==> config.mk <==
export PLATFORM = sky130hd
export DESIGN_NAME = axi_chk_len_fifo
export DESIGN_NICKNAME = d
export VERILOG_FILES = /design/src/rtl/axi_chk_len_fifo.sv
export SDC_FILE = /design/constraint.sdc
export NUM_CORES = 1
export LEC_CHECK = 0
export CORE_MARGIN = 1
export CORE_UTILIZATION = 55
export CTS_BUF_LIST = sky130_fd_sc_hd__clkbuf_4 sky130_fd_sc_hd__clkbuf_8
export DETAILED_ROUTE_END_ITERATION = 6
export PLACE_DENSITY = 0.79
export SETUP_SLACK_MARGIN = 0.02
export SKIP_LAST_GASP = 1
export SYNTH_ARGS = -nofsm -noshare
export SYNTH_HDL_FRONTEND = slang
export SYNTH_SLANG_ARGS = --single-unit
==> constraint.sdc <==
create_clock -name i_clk -period 2.4 [get_ports i_clk]
set_clock_uncertainty 0.05 [all_clocks]
set_input_delay 0.48 -clock i_clk [delete_from_list [all_inputs] [get_ports i_clk]]
set_output_delay 0.48 -clock i_clk [all_outputs]
set_load 0.02 [all_outputs]
==> src/rtl/axi_chk_len_fifo.sv <==
// Synchronous FIFO of burst lengths (awlen/arlen) with occupancy count.
// A push while full is accepted only if a pop frees the head in the same cycle.
module axi_chk_len_fifo #(
    parameter int DEPTH = 8
) (
    input  logic                    i_clk,
    input  logic                    i_reset,
    input  logic                    i_push,
    input  logic                    i_pop,
    input  logic [7:0]              i_data,
    output logic [7:0]              o_head,
    output logic                    o_full,
    output logic                    o_empty,
    output logic [$clog2(DEPTH):0]  o_count
);
    localparam int PTR_W = $clog2(DEPTH);

    logic [7:0]       r_mem [DEPTH];
    logic [PTR_W-1:0] r_wr_ptr;
    logic [PTR_W-1:0] r_rd_ptr;
    logic [PTR_W:0]   r_count;
    logic             w_push_ok;
    logic             w_pop_ok;

    assign o_full    = (r_count == (PTR_W + 1)'(DEPTH));
    assign o_empty   = (r_count == '0);
    assign o_count   = r_count;
    assign o_head    = r_mem[r_rd_ptr];
    assign w_pop_ok  = i_pop && !o_empty;
    assign w_push_ok = i_push && (!o_full || w_pop_ok);

    always_ff @(posedge i_clk) begin
        if (i_reset) begin
            r_wr_ptr <= '0;
            r_rd_ptr <= '0;
            r_count  <= '0;
            for (int i = 0; i < DEPTH; i++) r_mem[i] <= '0;
        end else begin
            if (w_push_ok) begin
                r_mem[r_wr_ptr] <= i_data;
                r_wr_ptr        <= r_wr_ptr + 1'b1;
            end
            if (w_pop_ok) r_rd_ptr <= r_rd_ptr + 1'b1;
            case ({w_push_ok, w_pop_ok})
                2'b10:   r_count <= r_count + 1'b1;
                2'b01:   r_count <= r_count - 1'b1;
                default: r_count <= r_count;
            endcase
        end
    end

endmodule

==> run_results.csv <==
group,metric,value,unit
synthesis,synth_top_area_share,53.30,%
clocking,clk_latency,0.35,ns
synthesis,synth.avg_cell_area,14.54,sq um
synthesis,synth_nets,265,
power_and_ir_drop,power,4.315,mW
global_routing,grt_max_degree,14,
setup_path,endpoint_kind,"output port",
setup_path,crit_path_start_kind,"register",
layout,diodes,0,
outcome,outcome,"finished with violations",
sta,slew_headroom,36.67,%
setup_path,crit_fanout,7,
synthesis,synth_edf_count,64,
synthesis,syn_area,3606,sq um
placed_design,pre_cts_ws,-0.2574,ns
placed_design,placed_area,4172,sq um
sta,rsz0062_at_grt,"yes",
routing,drt-initial-drc-count,104,
routing,wirelength,7396,um
floorplanning,fp-row-count,29,
setup_path,r2r_slack,0.19,ns
placed_design,port_buffers,25,
placed_design,hpwl,4929,um
power_and_ir_drop,sw_frac_of_total,28.70,%
setup_path,r2r_cells,9,
clocking,clock_sinks,77,
floorplanning,coreArea,6350,sq um
floorplanning,initial_core_util,56.79,%
routing,ant_nets,0,
layout,fin_area,4458,sq um
synthesis,ys_top_cells_by_area,"edfxtp_1 53%, and2_1 11%, mux4_2 10%, dfxtp_1 7.2%, mux2_2 2.5%",
global_routing,overflow,0,
setup_path,slowest_delay,0.51,ns
power_and_ir_drop,leakage,1.747,nW
layout,post-route-util,70.21,%
global_routing,grt_pass1_vias,2187,
sta,holdWs,0.4829,ns
setup_path,required,1.87,ns
sta,slew_viol_final,0,
synthesis,yosys.area.top_type,"edfxtp_1",
setup_path,cpMaxStageDelayCell,"mux4_2",
power_and_ir_drop,seqPwrFrac,38.9,%
synthesis,synth-seq-area-share,60.51,%
sta,worstMarginPinSlew,0.9413,ns
clocking,cts_made_buffers,9,
routing,drt_pre_antenna_iters,4,
setup_path,rr_startpoint,"o_count[1]",
clocking,htreeDepth,3,
power_and_ir_drop,clkPwrFrac,26.4,%
global_routing,antenna_found_initial,0,
setup_path,timing_worst_setup_path_type,"reg -> out",
sta,fmax,411.0,MHz
sta,layout_setup_ws,-0.03338,ns
power_and_ir_drop,p_per_area,968.0,nW/um^2
layout,final_cell_mix,"64 x and2_1, 64 x edfxtp_1, 30 x buf_4, 16 x mux4_2, 15 x clkdlybuf4s50_1",
worst_hold_path,whs_path_depth,2,
synthesis,syn-instance-count,248,
clocking,cts_buffer_depth,2,
floorplanning,die_w,82.97,um
floorplanning,die_h,82.97,um
clocking,tritoncts,"yes",
outcome,violations,"negative setup slack",
routing,vias,2169,
floorplanning,ios,26,
setup_path,cp_common_cell,"buf_6",
synthesis,synth_cell_type_count,36,
synthesis,yosys_warnings,0,
setup_path,path_cells,"buf_8 -> buf_6 -> mux4_2 -> mux2_4 -> buf_6",
clocking,cts-root-buf,"clkbuf_8",
layout,drive_above_1_share,30.87,%
flow_run,maxCapViolations,0,
setup_path,crit_arrival,1.90,ns
worst_hold_path,hp-class,"reg -> reg",
placed_design,routabilityCongestion,0.7609,
synthesis,synth_ff_type,"edfxtp_1",
layout,syn_to_final_growth,23.63,%
sta,fin_crit_sh,101.4,%
routing,detail_route.wl_per_cell,19.06,um
power_and_ir_drop,ir_drop,0.9421,mV
routing,drcViolationCount,0,
synthesis,async_flop_share,0,%
clocking,clk_pin_slew,0.08,ns
power_and_ir_drop,internal_power,3.077,mW
floorplanning,die-area,6884,sq um
synthesis,ys_ff_latch,77,
global_routing,track_usage,22.82,%
sta,hold_viol_final,0,
clocking,ctsHoldBuffers,0,
worst_hold_path,worstHoldStart,"r_rd_ptr[2]",
power_and_ir_drop,p_sw,1.238,mW
global_routing,grt_pass1_wl,11650,um
routing,via_per_inst,5.590,
sta,period_minus_slack,2.433,ns
sta,final-setup-viol-count,2,
power_and_ir_drop,power_frac_comb,34.7,%
layout,final_nets,323,
[metal layers]
layer	part of all wire [%]	GRT usage, %	vias up
li1	-	-	1031
met1	43	29.25	1073
met2	51	38.60	52
met3	4.2	3.777	13
met4	2.1	9.718	0
met5	0	0	-
[through the flow]
stage | cells | setup TNS, ns
floorplan | 248 | 0
global placement | 367 | -1.658
detailed placement | 367 | -5.407
CTS | 387 | -0.2144
global route | 388 | -0.1883
finish | 388 | -0.05377
[sequential cells by signal, summed over array words and instances, names as in the netlist, named ones only]
signal and flops:
r_mem 64, o_count 4, r_wr_ptr 3, r_rd_ptr 3
[synth_stat cells, drive strengths merged (2+ instances only)]
master   n
dfxtp   13
and2    64
edfxtp  64
a211oi   2
mux4    16
or2      7
nor4b    2
nor2    13
mux2i    4
xor2     2
nor4     4
xnor2    4
nor3     3
o211ai   3
clkbuf   6
a21oi    2
ha       4
nand2b   2
o21bai   4
mux2     9
buf      6
inv      5
[final cells by class]
cell class	count	area [sq um]
tap	77	96.34
timing repair buffer	59	513.0
fill	425	1892
clock inverter	3	66.31
inverter	5	18.77
clock buffer	13	172.7
multi-input combinational	154	1401
sequential	77	2190
[worst max-delay path, delay by kind of cell (launching register included)]
family | cells | cell delay [ns]
buffers and inverters | 3 | 0.36
multiplexers | 2 | 0.81
flip-flops | 1 | 0.38
[worst paths after layout]
path | endpoint
max | o_head[0]
min | r_rd_ptr[2]
max reg2reg | o_count[3]
min reg2reg | r_rd_ptr[2]
[cells by family after synthesis]
group                    count (synthesis)  share of synthesized area [%]
buffers and inverters                   17                          1.978
flip-flops                              77                          60.51
XOR/XNOR                                 6                          1.457
AO/OA/AOI/OAI                           15                          3.470
adder cells (fa/ha/maj)                  5                          1.943
AND/OR/NAND/NOR                         99                          16.72
multiplexers                            29                          13.91
[power groups by stage]
stage | Sequential [mW] | Combinational, mW | Clock, mW
2_1_floorplan | 1.72 | 0.857 | 0
3_3_place_gp | 1.68 | 1.41 | 0
3_5_place_dp | 1.69 | 1.44 | 0
4_1_cts | 1.68 | 1.47 | 1.15
5_1_grt | 1.69 | 1.60 | 1.20
6_report | 1.68 | 1.50 | 1.14
[repair_timing]
item                                    CTS  global route
gates cloned                              1             0
resized for setup                        42             7
pin swaps                                 0             0
endpoints found under the setup margin    9             9
buffers inserted                          3             1
(Power assumes the default switching activity.)
